--- config.mk ---
export PLATFORM = sky130hd
export DESIGN_NAME = dct_row_sched
export DESIGN_NICKNAME = d
export VERILOG_FILES = /design/src/rtl/dct_pkg.sv /design/src/rtl/dct_butterfly4.sv /design/src/rtl/dct_row_sched.sv
export SDC_FILE = /design/constraint.sdc
export NUM_CORES = 1
export LEC_CHECK = 0
export ABC_AREA = 1
export CORE_UTILIZATION = 45
export CTS_BUF_LIST = sky130_fd_sc_hd__clkbuf_8
export DETAILED_ROUTE_END_ITERATION = 8
export GPL_TIMING_DRIVEN = 0
export PLACE_DENSITY = 0.67
export REMOVE_ABC_BUFFERS = 1
export SLEW_MARGIN = 20
export SYNTH_ARGS = -nofsm -noshare
export SYNTH_HDL_FRONTEND = slang
export SYNTH_SLANG_ARGS = --single-unit
--- constraint.sdc ---
create_clock -name sys_clk -period 3.4 [get_ports sys_clk]
set_input_delay 0.68 -clock sys_clk [delete_from_list [all_inputs] [get_ports sys_clk]]
set_output_delay 0.68 -clock sys_clk [all_outputs]
set_load 0.02 [all_outputs]
--- src/rtl/dct_pkg.sv ---
// rtl/dct_pkg.sv - shared widths, engine FSM states and lane packing helpers for the DCT row scheduler
package dct_pkg;

    localparam int SAMPLE_W       = 12;
    localparam int ROW_LEN        = 8;
    localparam int LANE_CNT       = 4;
    localparam int DA_LAT_DEFAULT = 6;

    typedef enum logic [1:0] {
        IDLE  = 2'd0,
        WAIT  = 2'd1,
        DRAIN = 2'd2
    } eng_state_t;

    // Lane k of a little-endian bus (lane 0 at the LSBs): row samples and da_result.
    function automatic logic [SAMPLE_W-1:0] lane_get(
        input logic [ROW_LEN*SAMPLE_W-1:0] bus,
        input int                          k
    );
        return bus[k*SAMPLE_W +: SAMPLE_W];
    endfunction

    // Operand buses are big-endian: lane 0 (s0/d0) occupies the MSBs.
    function automatic logic [LANE_CNT*SAMPLE_W-1:0] lane_put4(
        input logic [LANE_CNT*SAMPLE_W-1:0] bus,
        input int                           k,
        input logic [SAMPLE_W-1:0]          v
    );
        logic [LANE_CNT*SAMPLE_W-1:0] r;
        r = bus;
        r[(LANE_CNT-1-k)*SAMPLE_W +: SAMPLE_W] = v;
        return r;
    endfunction

endpackage

--- src/rtl/dct_butterfly4.sv ---
// rtl/dct_butterfly4.sv - combinational 4-pair sum/difference butterfly with optional saturation
//
// Ports:
//   row   in  96  samples x0..x7, x0 at [11:0]
//   even  out 48  {s0,s1,s2,s3}, s_k = x_k + x_(7-k)
//   odd   out 48  {d0,d1,d2,d3}, d_k = x_k - x_(7-k)
// Build option: DCT_SCHED_SAT_EN defined -> results saturate to [-2048, 2047];
//               undefined -> results wrap to the low 12 bits.
module dct_butterfly4
    import dct_pkg::*;
(
    input  logic [ROW_LEN*SAMPLE_W-1:0]  row,
    output logic [LANE_CNT*SAMPLE_W-1:0] even,
    output logic [LANE_CNT*SAMPLE_W-1:0] odd
);

    logic [SAMPLE_W-1:0] a;
    logic [SAMPLE_W-1:0] b;

`ifdef DCT_SCHED_SAT_EN
    logic [SAMPLE_W:0] s13;
    logic [SAMPLE_W:0] d13;

    // The 13-bit result is exact; it overflowed 12 bits iff its top two bits differ.
    function automatic logic [SAMPLE_W-1:0] sat12(input logic [SAMPLE_W:0] v);
        if (v[SAMPLE_W] != v[SAMPLE_W-1])
            return v[SAMPLE_W] ? {1'b1, {(SAMPLE_W-1){1'b0}}} : {1'b0, {(SAMPLE_W-1){1'b1}}};
        return v[SAMPLE_W-1:0];
    endfunction
`endif

    always_comb begin
        even = '0;
        odd  = '0;
        a    = '0;
        b    = '0;
`ifdef DCT_SCHED_SAT_EN
        s13  = '0;
        d13  = '0;
`endif
        for (int k = 0; k < LANE_CNT; k++) begin
            a = lane_get(row, k);
            b = lane_get(row, ROW_LEN - 1 - k);
`ifdef DCT_SCHED_SAT_EN
            s13  = {a[SAMPLE_W-1], a} + {b[SAMPLE_W-1], b};
            d13  = {a[SAMPLE_W-1], a} - {b[SAMPLE_W-1], b};
            even = lane_put4(even, k, sat12(s13));
            odd  = lane_put4(odd, k, sat12(d13));
`else
            // The low 12 bits of the 13-bit sum are exactly the 12-bit modular sum.
            even = lane_put4(even, k, a + b);
            odd  = lane_put4(odd, k, a - b);
`endif
        end
    end

endmodule

--- src/rtl/dct_row_sched.sv ---
// rtl/dct_row_sched.sv - row scheduler: collects 8 samples, launches the DA engines, drains z0..z7
//
// Ports:
//   sys_clk, sys_rst_n           clock, asynchronous active-low reset
//   in_valid/in_ready/in_data    sample stream x0..x7 (in_ready = !in_full)
//   da_start                     one-cycle launch pulse to all eight DA engines
//   da_even/da_odd               {s0..s3}/{d0..d3} operands, held from launch to next launch
//   da_result                    {z7..z0}, sampled DA_LAT cycles after the launch edge
//   out_valid/out_ready          coefficient stream handshake
//   out_data/out_index/out_last  coefficient, its index 0..7, last flag with index 7
//   busy                         engine FSM not IDLE
// Build option: DCT_SCHED_SAT_EN selects saturating butterfly outputs (see dct_butterfly4).
module dct_row_sched
    import dct_pkg::*;
#(
    parameter int DA_LAT = DA_LAT_DEFAULT
) (
    input  logic        sys_clk,
    input  logic        sys_rst_n,
    input  logic        in_valid,
    output logic        in_ready,
    input  logic [11:0] in_data,
    output logic        da_start,
    output logic [47:0] da_even,
    output logic [47:0] da_odd,
    input  logic [95:0] da_result,
    output logic        out_valid,
    input  logic        out_ready,
    output logic [11:0] out_data,
    output logic [2:0]  out_index,
    output logic        out_last,
    output logic        busy
);

    localparam int WCNT_W = $clog2(DA_LAT + 1);

    logic [SAMPLE_W-1:0]          samples [ROW_LEN];
    logic [SAMPLE_W-1:0]          buffer  [ROW_LEN];
    logic [2:0]                   in_cnt;
    logic                         in_full;
    logic [WCNT_W-1:0]            wait_cnt;
    eng_state_t                   state;
    eng_state_t                   state_next;
    logic                         launch;
    logic                         capture;
    logic                         accept;
    logic                         out_hs;
    logic [2:0]                   index_next;
    logic [ROW_LEN*SAMPLE_W-1:0]  row_flat;
    logic [LANE_CNT*SAMPLE_W-1:0] bf_even;
    logic [LANE_CNT*SAMPLE_W-1:0] bf_odd;

    assign in_ready   = !in_full;
    assign accept     = in_valid && !in_full;
    assign out_hs     = out_valid && out_ready;
    assign index_next = out_index + 3'd1;
    assign busy       = (state != IDLE);

    always_comb begin
        row_flat = '0;
        for (int k = 0; k < ROW_LEN; k++)
            row_flat[k*SAMPLE_W +: SAMPLE_W] = samples[k];
    end

    dct_butterfly4 u_butterfly (
        .row  (row_flat),
        .even (bf_even),
        .odd  (bf_odd)
    );

    // Input side. Launch needs in_full and accept needs !in_full, so they never collide.
    always_ff @(posedge sys_clk or negedge sys_rst_n) begin
        if (!sys_rst_n) begin
            in_cnt  <= '0;
            in_full <= 1'b0;
            for (int k = 0; k < ROW_LEN; k++)
                samples[k] <= '0;
        end else begin
            if (accept) begin
                samples[in_cnt] <= in_data;
                in_cnt          <= in_cnt + 3'd1;
                if (in_cnt == 3'd7)
                    in_full <= 1'b1;
            end
            if (launch)
                in_full <= 1'b0;
        end
    end

    always_ff @(posedge sys_clk or negedge sys_rst_n) begin
        if (!sys_rst_n)
            state <= IDLE;
        else
            state <= state_next;
    end

    always_comb begin
        state_next = state;
        launch     = 1'b0;
        capture    = 1'b0;
        case (state)
            IDLE: begin
                if (in_full) begin
                    launch     = 1'b1;
                    state_next = WAIT;
                end
            end
            WAIT: begin
                // wait_cnt is 0 on the first WAIT cycle, so DA_LAT-1 marks the result edge.
                if (wait_cnt == WCNT_W'(DA_LAT - 1)) begin
                    capture    = 1'b1;
                    state_next = DRAIN;
                end
            end
            DRAIN: begin
                if (out_hs && out_last)
                    state_next = IDLE;
            end
            default: state_next = IDLE;
        endcase
    end

    always_ff @(posedge sys_clk or negedge sys_rst_n) begin
        if (!sys_rst_n) begin
            da_start  <= 1'b0;
            da_even   <= '0;
            da_odd    <= '0;
            wait_cnt  <= '0;
            out_valid <= 1'b0;
            out_data  <= '0;
            out_index <= '0;
            out_last  <= 1'b0;
            for (int k = 0; k < ROW_LEN; k++)
                buffer[k] <= '0;
        end else begin
            da_start <= launch;
            if (launch) begin
                da_even  <= bf_even;
                da_odd   <= bf_odd;
                wait_cnt <= '0;
            end else if (state == WAIT) begin
                wait_cnt <= wait_cnt + WCNT_W'(1);
            end

            if (capture) begin
                for (int k = 0; k < ROW_LEN; k++)
                    buffer[k] <= lane_get(da_result, k);
                out_valid <= 1'b1;
                out_index <= 3'd0;
                out_data  <= lane_get(da_result, 0);
                out_last  <= 1'b0;
            end else if (state == DRAIN && out_hs) begin
                if (out_last) begin
                    out_valid <= 1'b0;
                end else begin
                    out_index <= index_next;
                    out_data  <= buffer[index_next];
                    out_last  <= (index_next == 3'd7);
                end
            end
        end
    end

endmodule

Word-level counts from Yosys, hierarchy flattened
Cells that the tools add are included.
Widths: inputs -> output; s select.
{"block": "totals", "regBits": 315, "in_bits": 112, "elab_cells": 100}
{"block": "classes", "add_sub_neg": 11, "n_lt_le_gt_ge": 3, "n_eq_ne": 9, "mux": 31, "bitwise": 2, "n_reduce_logical": 17}
{"operator": "$bwmux 96", "count": 1}
{"operator": "$mux 12", "count": 6}
{"operator": "$add 12x12->12", "count": 4}
{"operator": "$sub 12x12->12", "count": 4}
{"operator": "$bmux 12 s3", "count": 1}
{"operator": "$demux 12 s3", "count": 1}
{"operator": "$mux 3", "count": 5}
{"operator": "$mux 1", "count": 13}
{"operator": "$reduce_bool 2->1", "count": 6}
{"operator": "$add 3x1->3 const B", "count": 3}
{"operator": "$eq 3x3->1 const B", "count": 3}
{"operator": "$ge 4x4->1 const B", "count": 2}
{"operator": "$not 3->4", "count": 2}
{"operator": "$mux 2", "count": 3}
{"operator": "$ne 2x2->1 const B", "count": 3}
{"operator": "$pmux 2 s3", "count": 1}
{"operator": "$reduce_and 2->1", "count": 3}
{"operator": "$logic_and 1x1->1", "count": 5}
{"operator": "$lt 4x1->1 const B", "count": 1}
{"operator": "$reduce_and 3->1", "count": 1}
{"operator": "$eq 2x1->1 const B", "count": 1}
{"operator": "$eq 2x2->1 const B", "count": 1}
{"operator": "$logic_not 2->1", "count": 1}
{"operator": "$ne 2x1->1 const B", "count": 1}
{"operator": "$logic_not 1->1", "count": 1}

Longest topological paths before layout
Gate-level depths: netlist of run 1.
{"block": "logic_depth", "ltp_word": 8, "depth_mapped": 14}

Hierarchy
Synthesis of run 1 repeated with hierarchy kept, for this count alone.
{"block": "unflattened", "hier_cells": 2548, "area_unflattened_um2": 18447.7}
{"module": "dct_row_sched", "instances": 1, "cells_per_inst": 1530, "area_each_um2": 13021.2, "seq_area_each_um2": 7882.6}
{"module": "dct_butterfly4", "instances": 1, "cells_per_inst": 1018, "area_each_um2": 5426.5, "seq_area_each_um2": 0.0}

Worst setup path after synthesis of run 1
Ideal clock, no wire load.
{"block": "synth_timing", "path_kind": "reg-to-reg", "start": "reg out_index[0]", "end": "reg out_data[5]", "setup_ps": 71, "t_arrival_ps": 2134, "path_slack_ps": 1195, "stages_incl_launch_ff": 15, "path_buffers": 5, "synth_period_minus_slack_ps": 2205, "cell_sequence": "dfrtp_1 -> buf_2 -> inv_1 -> buf_2 -> buf_4 -> ha_1 -> buf_2 -> inv_1 -> buf_2 -> o21ai_0 -> o21ai_0 -> nand2_1 -> nand2_1 -> nor2_1 -> nor2_1"}
{"block": "synth_between", "elab_chain_len": 8}
{"item": "from (decl)", "line_no": "dct_row_sched.sv:30", "source": "output logic [2:0] out_index,"}
{"item": "from (signal assigned)", "line_no": "dct_row_sched.sv:156", "source": "out_index <= index_next;"}
{"item": "$add 3x1->3", "line_no": "dct_row_sched.sv:56", "source": "assign index_next = out_index + 3'd1;"}
{"item": "$not 3->4 (implied by the code)", "line_no": "dct_row_sched.sv:157", "source": "out_data <= buffer[index_next];"}
{"item": "$bmux 12 s3", "line_no": "dct_row_sched.sv:157"}
{"item": "$mux 12 (implied by the code) (2 in series)", "line_no": "dct_row_sched.sv:157"}
{"item": "$mux 12", "line_no": "dct_row_sched.sv:153", "source": "if (out_last) begin"}
{"item": "$mux 12", "line_no": "dct_row_sched.sv:152", "source": "end else if (state == DRAIN && out_hs) begin"}
{"item": "$mux 12", "line_no": "dct_row_sched.sv:145", "source": "if (capture) begin"}
{"item": "to (signal assigned)", "line_no": "dct_row_sched.sv:150", "source": "out_data <= lane_get(da_result, 0);"}
{"item": "to (signal assigned)", "line_no": "dct_row_sched.sv:157"}
{"item": "to (decl)", "line_no": "dct_row_sched.sv:29", "source": "output logic [11:0] out_data,"}
Every way passes these cells. The select of a mux whose other input is x is not followed.
A chain may end at the register's enable or synchronous reset.

Final worst setup path of run 1
{"block": "layout_timing", "start": "reg out_index[0]", "end": "reg out_data[0]"}
Same word-level chain as after synthesis.

==> flow_summary_export.csv, run 1 <==
group,metric,value,unit
final_layout,seq_area,0.00778,mm^2
global_routing,grt_pass1_vias,14800,
critical_path,critPathLaunch,"out_index[0]",
yosys,synth_top_area_share,44.6,%
global_routing,grt_overflow,0,
yosys,yosysSeqAreaShare,44.6,%
timing,tns,0,ps
yosys,yosys.cell_types.count,35,
floorplan,start_util,46.0,%
pwr,powerDensity,1060,mW/mm^2
cts,cts_num_sinks,311,
critical_path,ff2ff_setup_slack,220,ps
run_status,status,"finished, final reports clean",
critical_path,start_kind,"flop",
critical_path,crit_type,"flop to flop",
final_layout,drive_above_1_share,4.53,%
final_layout,stdcell_count,3074,
min_path,hold_path.class,"flop to flop",
floorplan,rows,71,
critical_path,cp.required,3930,ps
critical_path,cp_cell_sequence,"buf_12 -> inv_2 -> ha_4 -> inv_1 -> nor2_1 -> o21ai_0 -> o21ai_0 -> nand2_1 -> nand2_1 -> nor2_1 -> nor2_1",
timing,fin_crit_sh,93.7,%
cts,cts_buffer_depth,3,
cts,tritoncts,"done",
timing,period_minus_slack,3180,ps
pwr,max-vdd-ir-drop,0.431,mV
global_routing,grt_pass1_wl,74100,um
yosys,synth_area_leaders,"dfrtp_1 45%, nand2_1 18%, ha_1 6.7%",
placed_design,dp_slack,-82.3,ps
critical_path,cp.arrival,3720,ps
timing,max_slew_margin,43.5,%
cts,insertion_delay,640,ps
placed_design,dp_hpwl,32400,um
timing,rsz0062_at_grt,"false",
yosys,syn_avg_cell_area,7.47,um^2
final_layout,n_fill_cell,3705,
min_path,worstHoldEndpoint,"buffer[23]",
cts,numCtsBuffers,53,
critical_path,slowest_delay,700,ps
detailed_routing,drtIter0Drc,909,
timing,worst_pin_slew,845,ps
min_path,hp-start,"buffer[23]",
cts,clkSlewWorstSetupHoldPaths,60,ps
yosys,ys_seq_elements,311,
placed_design,postPlaceCellArea,0.0201,mm^2
timing,timing.final.hold_violations,0,
timing,maxSlewViolCount,0,
yosys,syn_area,0.0174,mm^2
global_routing,antenna_found_initial,2,
yosys,ys.warnings.count,0,
global_routing,grtUsageTotal,23.4,%
critical_path,critPathSlowestCell,"dfrtp_2",
detailed_routing,drtAntennaViolNets,0,
cts,htreeDepth,2,
placed_design,dp_cells,2973,
final_layout,final_area,0.0213,mm^2
critical_path,timing.rr.start,"out_index[0]",
timing,setup_viol,0,
final_layout,areaGrowthSynthToFinish,21.8,%
floorplan,die_w,199,um
floorplan,die_height,199,um
detailed_routing,vias_per_cell,4.97,
critical_path,worst-path-max-fanout,39,
yosys,synth_top_cell_by_area,"dfrtp_1",
critical_path,reg2reg_depth,11,
floorplan,coreArea,0.0379,mm^2
detailed_routing,routedWlPerCell,14.6,um
detailed_routing,num_vias,15300,
yosys,synthCells,2337,
critical_path,rr_endpoint,"out_data[0]",
placed_design,io_buffer_count,227,
cts,root_buffer,"clkbuf_8",
timing,fin_ws,216,ps
placed_design,gp_congestion,0.905,
detailed_routing,drt_wl_total,44900,um
critical_path,end_kind,"flop",
detailed_routing,drc,0,
floorplan,pin_count,228,
floorplan,dieArea,0.0396,mm^2
final_layout,multi_input_area,0.00817,mm^2
timing,max_freq,0.314,GHz
critical_path,critPathMostFrequentCell,"nor2_1",
final_layout,nNetsFinal,2732,
global_routing,grt_max_degree,102,
timing,finClkSkew,31.7,ps
min_path,whs_path_depth,2,
detailed_routing,first_pass_iters,5,
job,cap_violations,0,
pwr,p_leak,10.9,nW
==> state kept, by name, summed over array words and instances, names as in the netlist <==
register,count
buffer,96
da_even,46
da_odd,46
da_start,1
in_cnt,3
in_full,1
out_data,12
out_index,3
out_last,1
out_valid,1
row_flat,96
state,2
wait_cnt,3
==> logic make-up after synthesis <==
family | after synthesis | share of synthesized area, %
compound gates | 322 | 9.83
xor+xnor | 27 | 1.36
fa+ha+maj | 102 | 7.66
buf+inv | 369 | 8.65
flops | 311 | 44.6
simple gates | 1206 | 27.9
==> worst max-delay path by stage <==
stage / end / slack, ps / cells past startpoint
after floorplan: out_data[9] / -520 / 9
after global placement: buffer[56] / -11640 / 1
after detailed placement: out_data[0] / -80 / 11
after CTS: out_data[0] / 240 / 11
after global routing: out_data[9] / 10 / 10
final: out_data[0] / 220 / 11
==> stage by stage <==
step                util (%)  hold slack (ps)  total power [W]
floorplan                  -              384           0.0150
global placement        52.3              449           0.0187
detailed placement      52.9              454           0.0190
CTS                     56.0              468           0.0228
global route            56.0              484           0.0249
finish                  56.0              466           0.0226
==> routing by layer <==
| layer | vias up | global-route usage [%] | wire length [um] |
|---|---|---|---|
| met3 | 65 | 4.82 | 2570 |
| met5 | - | 0 | 11 |
| met2 | 391 | 38.3 | 20600 |
| li1 | 7718 | - | - |
| met1 | 7088 | 31.1 | 20800 |
| met4 | 2 | 7.18 | 953 |
==> layout make-up <==
type	count	area share (%)
multi-input combinational	1657	38.4
sequential	311	36.6
timing repair buffer	237	11.8
clock buffer	75	4.86
inverter	258	4.63
tap	511	3.01
clock inverter	23	0.612
antenna	2	0.0235
==> Yosys cell counts (all sizes together) <==
master / count
nand3: 133
o31ai: 1
nor3: 11
dfrtp: 311
buf: 76
clkbuf: 35
a31oi: 9
nand3b: 5
o21bai: 12
xnor2: 5
ha: 94
nand4: 21
o211ai: 17
nor2: 188
o22a: 4
nand2: 846
a21oi: 68
fa: 8
o22ai: 2
inv: 258
o21ai: 209
or2: 2
xor2: 22
==> worst max-delay path: cells and delay by family, from the launching register on <==
family / cells / cell delay (ps)
buffers and inverters: 3 / 1000
adder cells (fa/ha/maj): 1 / 680
flip-flops: 1 / 700
AND/OR/NAND/NOR: 5 / 480
AO/OA/AOI/OAI: 2 / 210
==> placed cells by master (no fill, tap or decap), types with 6 or more instances in the layout <==
cell	synthesis	final
clkbuf_8	0	75
nand4_1	21	21
nor2_1	181	180
a21oi_1	68	68
nand2_1	845	845
dfrtp_1	311	310
xor2_1	22	22
a31oi_1	9	9
buf_16	0	6
ha_1	94	93
o21ai_0	205	205
fa_1	8	8
o21bai_1	12	12
nor3_1	9	9
clkdlybuf4s50_1	0	226
o211ai_1	17	17
nand3_1	133	133
inv_1	250	265
==> what timing repair did <==
action	CTS	global route
resized for setup	1	0
hold buffers	1	0
setup buffers	0	0
setup endpoints to repair	7	0
hold endpoints to repair	48	0
==> where the power goes <==
group          switching, W  leakage (nW)  total [W]  internal, W
Sequential          0.00120          3.78    0.00666      0.00546
Clock               0.00157         0.660    0.00359      0.00203
Combinational       0.00768          6.45     0.0124      0.00468
No activity file was read; power rests on OpenSTA's default activity.
==> run 2, diff against run 1 <==
Settings changed: REMOVE_ABC_BUFFERS 1 to default.
Clock period 3.4 ns to 3.9 ns, I/O delays scaled along.
==> run 2 against run 1 <==
Compared with the run above:
- critical path depth rose by 3
- combinational power down 8%
- first-iteration DRC count increased by 19%
- power shrank 11%
- clock-buffer cell count down 5
- via count is 5.0% higher
- largest power group unchanged
- flip-flop and latch count is the same
==> flow_summary_export.csv, run 2 (synthesis gave the netlist of run 1 again) <==
group,metric,value,unit
run_status,status,"finished, final reports clean",
cts,numCtsBuffers,52,
critical_path,start_kind,"flop",
critical_path,crit_type,"flop to flop",
pwr,max-vdd-ir-drop,0.386,mV
final_layout,final_area,0.0215,mm^2
cts,root_buffer,"clkbuf_8",
detailed_routing,drt_wl_total,53900,um
final_layout,multi_input_area,0.00816,mm^2
detailed_routing,drtIter0Drc,1086,
critical_path,worst-path-max-fanout,10,
pwr,pwr-share-clk,14.6,%
global_routing,grt_max_degree,102,
cts,tritoncts,"done",
timing,maxSlewViolCount,0,
timing,fin_crit_sh,79.2,%
pwr,p_leak,11.1,nW
timing,timing.final.hold_violations,0,
placed_design,dp_hpwl,42100,um
job,cap_violations,0,
cts,clkSlewWorstSetupHoldPaths,60,ps
final_layout,stdcell_count,3171,
critical_path,end_kind,"flop",
pwr,p_seq_share,28.8,%
global_routing,grtUsageTotal,27.9,%
final_layout,n_fill_cell,3627,
detailed_routing,drtAntennaViolNets,0,
global_routing,grt_pass1_vias,15400,
global_routing,grt_pass1_wl,84100,um
critical_path,timing.rr.start,"out_index[0]",
pwr,powerDensity,940,mW/mm^2
floorplan,die_height,199,um
timing,period_minus_slack,3090,ps
floorplan,die_w,199,um
timing,worst_hold_slack,464,ps
final_layout,layout_commonest_cell,"nand2_1",
cts,insertion_delay,660,ps
placed_design,dp_cells,3078,
cts,cts_buffer_depth,3,
floorplan,dieArea,0.0396,mm^2
pwr,comb_power_share,56.5,%
final_layout,layout_common_cells,"845 x nand2_1, 311 x dfrtp_1, 265 x inv_1, 226 x clkdlybuf4s50_1, 205 x o21ai_0",
global_routing,grt_overflow,0,
detailed_routing,first_pass_iters,5,
final_layout,diodes,0,
final_layout,nNetsFinal,2836,
timing,max_slew_margin,36.6,%
floorplan,start_util,46.0,%
global_routing,antenna_found_initial,0,
pwr,p_int,0.0105,W
min_path,whs_path_depth,1,
timing,max_freq,0.324,GHz
final_layout,seq_area,0.00778,mm^2
critical_path,critPathLaunch,"out_index[0]",
floorplan,rows,71,
floorplan,coreArea,0.0379,mm^2
detailed_routing,num_vias,16000,
pwr,p_switching,0.00972,W
yosys,synth_fp_nets,2551,
placed_design,gp_congestion,0.909,
final_layout,drive_above_1_share,6.62,%
min_path,hp-start,"wait_cnt[2]",
pwr,p_sw_share,48.0,%
timing,setup_viol,0,
min_path,hold_path.class,"flop to flop",
placed_design,postPlaceCellArea,0.0204,mm^2
critical_path,reg2reg_depth,14,
cts,htreeDepth,2,
final_layout,areaGrowthSynthToFinish,23.4,%
cts,cts_setup_buffers,0,
critical_path,cp.required,4490,ps
timing,finClkSkew,39.3,ps
critical_path,cp.arrival,3680,ps
detailed_routing,routedWlPerCell,17.0,um
detailed_routing,drc,0,
cts,cts_num_sinks,311,
floorplan,pin_count,228,
detailed_routing,vias_per_cell,5.05,
timing,worst_pin_slew,952,ps
timing,rsz0062_at_grt,"false",
placed_design,io_buffer_count,227,
[run 2: repair_timing]
action | in CTS | in global routing
endpoints found under the hold margin | 31 | 0
endpoints found under the setup margin | 0 | 0
gates resized for setup | 0 | 0
hold buffers | 1 | 0
[run 2: area by class of cell]
class / instances / share of cell area (%)
multi-input combinational: 1657 / 37.9
sequential: 311 / 36.1
clock buffer: 70 / 4.47
buffer: 111 / 2.48
tap: 511 / 2.97
timing repair buffer: 231 / 11.0
clock inverter: 22 / 0.500
inverter: 258 / 4.53
[run 2: worst max-delay path, cell delays in order, from the launching register on]
cell and delay [ps]:
dfrtp_1 420, buf_2 250, inv_1 70, buf_2 180, buf_4 200, ha_1 290
buf_2 180, inv_1 210, buf_2 280, o21ai_0 110, o21ai_0 440, nand2_1 180
nand2_1 90, nor2_1 40, nor2_1 70
[run 2: power groups by stage]
| stage | clock, W | combinational, W | sequential, W |
|---|---|---|---|
| global placement | 0 | 0.0112 | 0.00583 |
| finish | 0.00296 | 0.0114 | 0.00584 |
| global route | 0.00317 | 0.0129 | 0.00600 |
| CTS | 0.00304 | 0.0114 | 0.00582 |
| detailed placement | 0 | 0.0114 | 0.00586 |
| floorplan | 0 | 0.00708 | 0.00619 |
[run 2: through the flow]
step / worst slack (ps) / total power (W) / utilization (%) / TNS, ps
2_1_floorplan: 1690 / 0.0133 / - / 0
3_3_place_gp: -11250 / 0.0170 / 53.7 / -3483040
3_5_place_dp: 927 / 0.0172 / 53.9 / 0
4_1_cts: 817 / 0.0203 / 56.8 / 0
5_1_grt: 669 / 0.0221 / 56.8 / 0
6_report: 811 / 0.0202 / 56.8 / 0
[run 2: worst paths after layout]
kind | endpoint | slack (ps)
setup / recovery | out_data[6] | 810
hold / removal | wait_cnt[2] | 460
setup reg to reg | out_data[6] | 810
hold reg to reg | wait_cnt[2] | 460
max in group asynchronous | buffer[67] | 2080
min in group asynchronous | da_even[28] | 610
[run 2: per-layer routing]
metal	GRT usage, %	wire length [um]	vias up
li1	-	-	7927
met1	39.3	25100	7519
met2	43.0	24000	481
met3	4.00	2900	93
met4	11.5	1920	0
met5	0	0	-
==> run 3, diff against run 2 <==
Settings changed: PLACE_DENSITY 0.67 to 0.7.
Clock period 3.9 ns to 2.8 ns, I/O delays scaled along.
==> run 3 against run 2 <==
Compared with the run above:
- setup slack lost 720 ps
- critical path type unchanged
- combinational power grew 39%
- clock skew grew 0.87 ps
- non-clock buffer count grew 2
- critical path depth shrank 4
- clock-buffer cell count shrank 3
- register-to-register slack lost 720 ps
- flip-flop and latch count is the same
- maximum frequency grew 14%
- power grew 40%
- core utilization grew 0.15 points
- wire length shrank 0.15%
==> flow_summary_export.csv, run 3 (synthesis gave the netlist of run 1 again) <==
group,metric,value,unit
job,cap_violations,0,
detailed_routing,drt_wl_total,53800,um
cts,clkSlewWorstSetupHoldPaths,60,ps
critical_path,critPathLaunch,"out_index[0]",
cts,htreeDepth,2,
pwr,powerDensity,1310,mW/mm^2
placed_design,gp_congestion,0.939,
final_layout,drive_above_1_share,6.98,%
critical_path,worst-path-max-fanout,10,
timing,setup_viol,0,
timing,fin_crit_sh,96.6,%
timing,max_slew_margin,36.3,%
floorplan,die_height,199,um
critical_path,start_kind,"flop",
timing,period_minus_slack,2700,ps
timing,fin_ws,95.3,ps
floorplan,rows,71,
global_routing,grt_overflow,0,
final_layout,areaGrowthSynthToFinish,23.7,%
timing,rsz0062_at_grt,"false",
critical_path,end_kind,"flop",
critical_path,timing.rr.start,"out_index[0]",
global_routing,grt_pass1_wl,83900,um
global_routing,grt_pass1_vias,15800,
cts,tritoncts,"done",
floorplan,dieArea,0.0396,mm^2
pwr,p_leak,11.2,nW
final_layout,layout_commonest_cell,"nand2_1",
cts,insertion_delay,670,ps
floorplan,pin_count,228,
min_path,hold_path.class,"input port to async pin",
final_layout,layout_common_cells,"845 x nand2_1, 310 x dfrtp_1, 267 x inv_1, 226 x clkdlybuf4s50_1, 201 x o21ai_0",
detailed_routing,vias_per_cell,5.14,
global_routing,grtUsageTotal,27.8,%
cts,cts_num_sinks,311,
placed_design,dp_slack,-208,ps
yosys,synth_fp_nets,2551,
timing,maxSlewViolCount,0,
floorplan,coreArea,0.0379,mm^2
placed_design,dp_hpwl,41100,um
detailed_routing,drtIter0Drc,1146,
detailed_routing,num_vias,16300,
global_routing,grt_max_degree,102,
final_layout,nNetsFinal,2839,
detailed_routing,routedWlPerCell,16.9,um
floorplan,start_util,46.0,%
timing,timing.final.hold_violations,0,
floorplan,die_w,199,um
cts,root_buffer,"clkbuf_8",
cts,cts_buffer_depth,3,
critical_path,reg2reg_depth,10,
critical_path,rr_endpoint,"out_data[1]",
pwr,max-vdd-ir-drop,0.557,mV
timing,max_freq,0.370,GHz
critical_path,ff2ff_setup_slack,100,ps
critical_path,cp.arrival,3250,ps
final_layout,diodes,0,
timing,finClkSkew,40.2,ps
placed_design,io_buffer_count,227,
final_layout,n_fill_cell,3594,
pwr,power.total,0.0283,W
run_status,status,"finished, final reports clean",
detailed_routing,drtAntennaViolNets,0,
cts,numCtsBuffers,53,
timing,worst_pin_slew,956,ps
critical_path,cp.required,3350,ps
detailed_routing,first_pass_iters,8,
detailed_routing,drc,0,
critical_path,crit_type,"flop to flop",
global_routing,antenna_found_initial,4,
run 3: worst max-delay path by stage:
| stage | to | cells after the start | slack, ps |
|---|---|---|---|
| after floorplan | out_data[5] | 14 | 590 |
| after global placement | buffer[63] | 1 | -12070 |
| after detailed placement | out_data[5] | 14 | -210 |
| after CTS | out_data[4] | 14 | 50 |
| after global routing | out_data[1] | 10 | 3 |
| final | out_data[1] | 10 | 100 |
run 3: critical path, cell delays in order, from the launching register on:
cell and delay (ps):
dfrtp_2 410, buf_2 200, inv_1 80, buf_2 200, buf_4 200, ha_1 280, buf_2 180, clkbuf_1 450
o21ai_0 200, o22a_1 250, o211ai_1 150
run 3: per-layer routing:
metal / wire [um] / GRT usage [%] / vias up
met2: 24800 / 45.5 / 584
met3: 3750 / 5.10 / 132
met1: 23100 / 36.1 / 7673
met4: 2170 / 11.5 / 6
met5: 43 / 0 / -
li1: - / - / 7945
run 3: per-stage QoR:
stage,utilization [%],hold slack [ps],TNS [ps],std cells,area [um^2]
6_report,56.9,398,0,3177,21600
5_1_grt,56.9,414,0,3177,21600
4_1_cts,56.8,384,0,3175,21600
3_5_place_dp,53.9,455,-342,3078,20400
2_1_floorplan,-,264,0,2337,17400
3_3_place_gp,53.7,450,-3734030,3075,20400
run 3: timing repair:
action                                  4_1_cts  5_1_grt
gates resized for setup                       4       10
buffers inserted                              0        2
hold buffers                                  1        0
endpoints found under the hold margin        49        0
endpoints found under the setup margin        3       12
run 3: area by class of cell:
cell class              count  area, um^2  area share (%)
clock inverters            29         170           0.788
clock buffers              67         922            4.27
multi-input cells        1657        8170            37.8
plain buffers             111         539            2.50
flip-flops and latches    311        7780            36.1
repair buffers            233        2380            11.0
inverters                 258         980            4.54
well taps                 511         639            2.96
run 3: report_power, final:
group / total, W / internal, W / switching, W / leakage [nW]
sequential: 0.00820 / 0.00663 / 0.00157 / 3.78
clock: 0.00419 / 0.00225 / 0.00194 / 0.629
combinational: 0.0159 / 0.00585 / 0.0100 / 6.76
==> RTL change 1 (flow settings as in run 2) <==
Make the reset (`sys_rst_n`) synchronous in 3 clocked blocks. Comments in the files are not updated.
--- a/src/rtl/dct_row_sched.sv
+++ b/src/rtl/dct_row_sched.sv
@@ -70,5 +70,5 @@
 
     // Input side. Launch needs in_full and accept needs !in_full, so they never collide.
-    always_ff @(posedge sys_clk or negedge sys_rst_n) begin
+    always_ff @(posedge sys_clk) begin
         if (!sys_rst_n) begin
             in_cnt  <= '0;
@@ -88,5 +88,5 @@
     end
 
-    always_ff @(posedge sys_clk or negedge sys_rst_n) begin
+    always_ff @(posedge sys_clk) begin
         if (!sys_rst_n)
             state <= IDLE;
@@ -121,5 +121,5 @@
     end
 
-    always_ff @(posedge sys_clk or negedge sys_rst_n) begin
+    always_ff @(posedge sys_clk) begin
         if (!sys_rst_n) begin
             da_start  <= 1'b0;
Check against the original RTL: not equivalent (a bounded check fails within 10 cycles, from zero or initial values and one cycle with sys_rst_n low; the reset may be asserted at any time).
==> RTL change 1 against run 2 <==
Clock skew decreased by 4.4 ps. Via count decreased by 7.9%. Worst setup slack improved by 440 ps. Global-route usage decreased by 2.2 points. Hold slack got worse by 15 ps. Non-clock buffer count decreased by 27. Sequential cell count unchanged. Core utilization about the same. Wire length decreased by 9.5%. Area after synthesis decreased by 3.0%. First-iteration DRC count decreased by 17%. Design area decreased by 3.0%. Critical path type unchanged. Critical endpoint is now out_data[4]$_SDFFE_PN0P_.
Power is not compared: it rests on default switching activity, and its combinational part moved more than twofold at a synthesized area within 25%.
==> RTL change 1: results (changes against run 2) <==
Status
  – Status: complete, no violations

Detailed routing
  – Via Count: 14800 (-7.9%)
  – Initial DRC Count: 899 (-17%)
  – Pre-antenna DRT Iters: 7 (+2)

Synthesis
  – Register area share after synthesis: 48.2% (+3.6 points)
  – Async S/R FF share, synth: 0% (-100 points)
  – EDFF count, synth: 192 (+192)
  – Most used flip-flop cell after synthesis: edfxtp_1
  – Post-synthesis adder-cell area fraction: 7.90% (+0.24 points)
  – Synth Area in Compound Gates: 8.70% (-1.1 points)

Min path
  – Hold path depth: 2 (+1)
  – HP Start: da_odd[5]$_SDFFE_PN0P_
  – Hold path endpoint: da_odd[5]$_SDFFE_PN0P_

Finish
  – Share of post-route cells with drive strength above 1: 5.90% (-0.71 points)
  – Total Nets Final: 2660 (-6.2%)

GRT
  – Largest net degree at the start of global routing: 57 (-44%)
  – Total GRT Usage: 25.7% (-2.2 points)
  – Vias in the first global route: 14200 (-8.0%)

Place
  – Worst slack at placement: 680 ps (-247 ps)

Critical path
  – Reg2Reg Setup Slack: 1250 ps (+440 ps)
  – Worst setup path start: out_index[0]$_SDFFE_PP0P_
  – Worst reg2reg path startpoint: out_index[0]$_SDFFE_PP0P_
  – Crit path DAT: 3190 ps (-490 ps)

Clocking
  – TritonCTS buffer count: 53 (+1.9%)

STA
  – Slew margin rel.: 40.9% (+4.4 points)
  – Minimum clock period: 2650 ps (-440 ps)
RTL change 1: power groups by stage:
stage	combinational (mW)	sequential [mW]	clock [mW]
after floorplan	0.566	3.70	0
after global placement	0.902	3.71	0
after global routing	1.03	3.65	3.18
after CTS	0.917	3.64	3.05
final	0.918	3.64	2.99
after detailed placement	0.913	3.71	0
RTL change 1: cell type report:
| cell class | instances | area, sq um |
|---|---|---|
| Fill cell | 3535 | 15900 |
| Sequential cell | 311 | 8150 |
| Multi-Input combinational cell | 1421 | 7050 |
| Timing Repair Buffer | 228 | 2290 |
| Clock inverter | 41 | 282 |
| Buffer | 87 | 439 |
| Clock buffer | 58 | 798 |
| Tap cell | 468 | 586 |
| Inverter | 344 | 1290 |
RTL change 1: metrics by stage:
step                hold slack (ps)  instance area (sq um)  total power, mW
floorplan                       435                  16900             4.27
global placement                438                  19800             4.61
detailed placement              443                  19800             4.62
CTS                             453                  20900             7.61
global route                    466                  20900             7.86
finish                          449                  20900             7.55
RTL change 1: kinds of logic after synthesis:
| family | after synthesis |
|---|---|
| buffers and inverters | 431 |
| XOR/XNOR | 11 |
| AND/OR/NAND/NOR | 1030 |
| adder cells (fa/ha/maj) | 102 |
| AO/OA/AOI/OAI | 278 |
| flip-flops | 311 |
RTL change 1: critical path, cell delays in order, from the launching register on:
cell and delay, ps:
dfxtp_1 470, inv_1 140, clkbuf_1 260, ha_1 350
buf_2 220, clkbuf_1 330, o21ai_0 160, o211ai_1 320
nand3_1 130, a21oi_1 190
RTL change 1: metal layers:
metal / vias to the layer above / routed length, um / global-route usage (%) / part of all wire [%]
li1: 7438 / - / - / -
met1: 6709 / 20800 / 31.5 / 43
met2: 496 / 23200 / 44.6 / 48
met3: 113 / 2880 / 4.01 / 5.9
met4: 0 / 1860 / 11.4 / 3.8
met5: - / 0 / 0 / 0
==> RTL change 2 (settings of run 2) <==
Without the edit above. The option `DCT_SCHED_SAT_EN` is turned on by a define.
--- a/src/rtl/dct_butterfly4.sv
+++ b/src/rtl/dct_butterfly4.sv
@@ -7,4 +7,6 @@
 // Build option: DCT_SCHED_SAT_EN defined -> results saturate to [-2048, 2047];
 //               undefined -> results wrap to the low 12 bits.
+`define DCT_SCHED_SAT_EN
+
 module dct_butterfly4
     import dct_pkg::*;
Check against the original RTL: not equivalent (a bounded check fails within 10 cycles, from zero or initial values and one cycle with sys_rst_n low).
==> RTL change 2 against run 2 <==
Worst setup slack got worse by 19 ps. Sequential cell count rose by 4. Power rose by 18%. Sequential share of layout area fell by 1.4 points. Synthesized cell count rose by 6.1%. Critical path depth fell by 5. Critical path type unchanged. Sequential power rose by 4.5%. Critical endpoint is now out_data[9]$_DFFE_PN0P_. Wire length rose by 2.9%. Design area rose by 5.5%. Area after synthesis rose by 6.2%.
==> RTL change 2: results (changes against run 2) <==
STA
  – Slew margin rel.: 32.0% (-4.6 points)
  – Fmax: 322 MHz (-0.61%)
  – Setup Skew: 31.2 ps (-8.10 ps)

GRT
  – Largest net degree at the start of global routing: 96 (-5.9%)
  – First-pass GRT wire length: 88900 um (+5.7%)
  – Total GRT Usage: 27.0% (-0.94 points)

Finish
  – Total Nets Final: 2986 (+5.3%)
  – Number of sequential cells: 315 (+1.3%)
  – Final core utilization: 56.5% (-0.27 points)
  – NonClk Buf Share: 13.2% (-0.28 points)
  – Proportion of cell area occupied by registers: 34.7% (-1.4 points)
  – Final cell count without fillers: 3334 (+5.1%)
  – CLK BUF: 67 (-4.3%)
  – FILL cells: 3869 (+6.7%)
  – Multi-input comb cells: 1801 (+8.7%)
  – Clock network contribution to total cell area: 5.13% (+0.15 points)
  – Share of post-route cells with drive strength above 1: 7.97% (+1.4 points)

Critical path
  – CP endpoint: out_data[9]$_DFFE_PN0P_
  – CP max stage cell: clkbuf_1
  – Worst r2r path cells: 9 (-5)

Place
  – DP Wirelength: 42800 um (+1.8%)
  – Placed Cells incl. Taps: 3234 (+5.1%)
  – Worst slack at placement: 923 ps (-4.02 ps)
  – Gp weighted congestion: 0.957 (+5.3%)

Synthesis
  – Post-synth top cells: nand2_1 (837), dfrtp_1 (315), nor2_1 (269)
  – Register area share after synthesis: 42.6% (-2.0 points)
  – Synth Net Count: 2701 (+5.9%)
  – Top cells by area, synth: dfrtp_1 (43%), nand2_1 (17%), ha_1 (6.9%)
  – Gate Count Post-Synth: 2479 (+6.1%)
  – Synth Area in Compound Gates: 11.5% (+1.7 points)

Status
  – Status: complete, no violations

Pwr
  – Worst vdd ir: 0.388 mV (+0.56%)
  – Lkg Pwr: 11.5 nW (+3.3%)

Min path
  – HP Class: primary input to async pin

Clocking
  – TritonCTS buffer count: 53 (+1.9%)

Detailed routing
  – Routed len/inst: 16.6 um (-2.2%)
[RTL change 2: cell types whose count changed in the layout (fill, tap and decap cells not counted), sizes merged, moves of 8 or more]
cell	run 2	this run
clkbuf	105	116
nand4	21	48
ha	94	102
nand3	133	68
o21ai	209	169
nor3	11	2
o211ai	17	0
a21oi	68	164
xor2	22	55
inv	275	264
nor2	188	279
o22ai	2	23
clkinv	4	13
buf	80	70
[RTL change 2: where the power goes]
part	internal, mW	switching [mW]	leakage, nW
combinational	5.45	9.17	7.13
sequential	4.88	1.23	3.70
clock	1.76	1.45	0.664
total	12.1	11.9	11.5
[RTL change 2: per-layer routing]
layer | part of all wire, % | track usage (%) | up-vias
met5 | 0 | 0 | -
met4 | 3.5 | 10.7 | 0
met3 | 6.5 | 4.74 | 122
met2 | 47 | 44.3 | 583
met1 | 43 | 35.2 | 8112
li1 | - | - | 8420
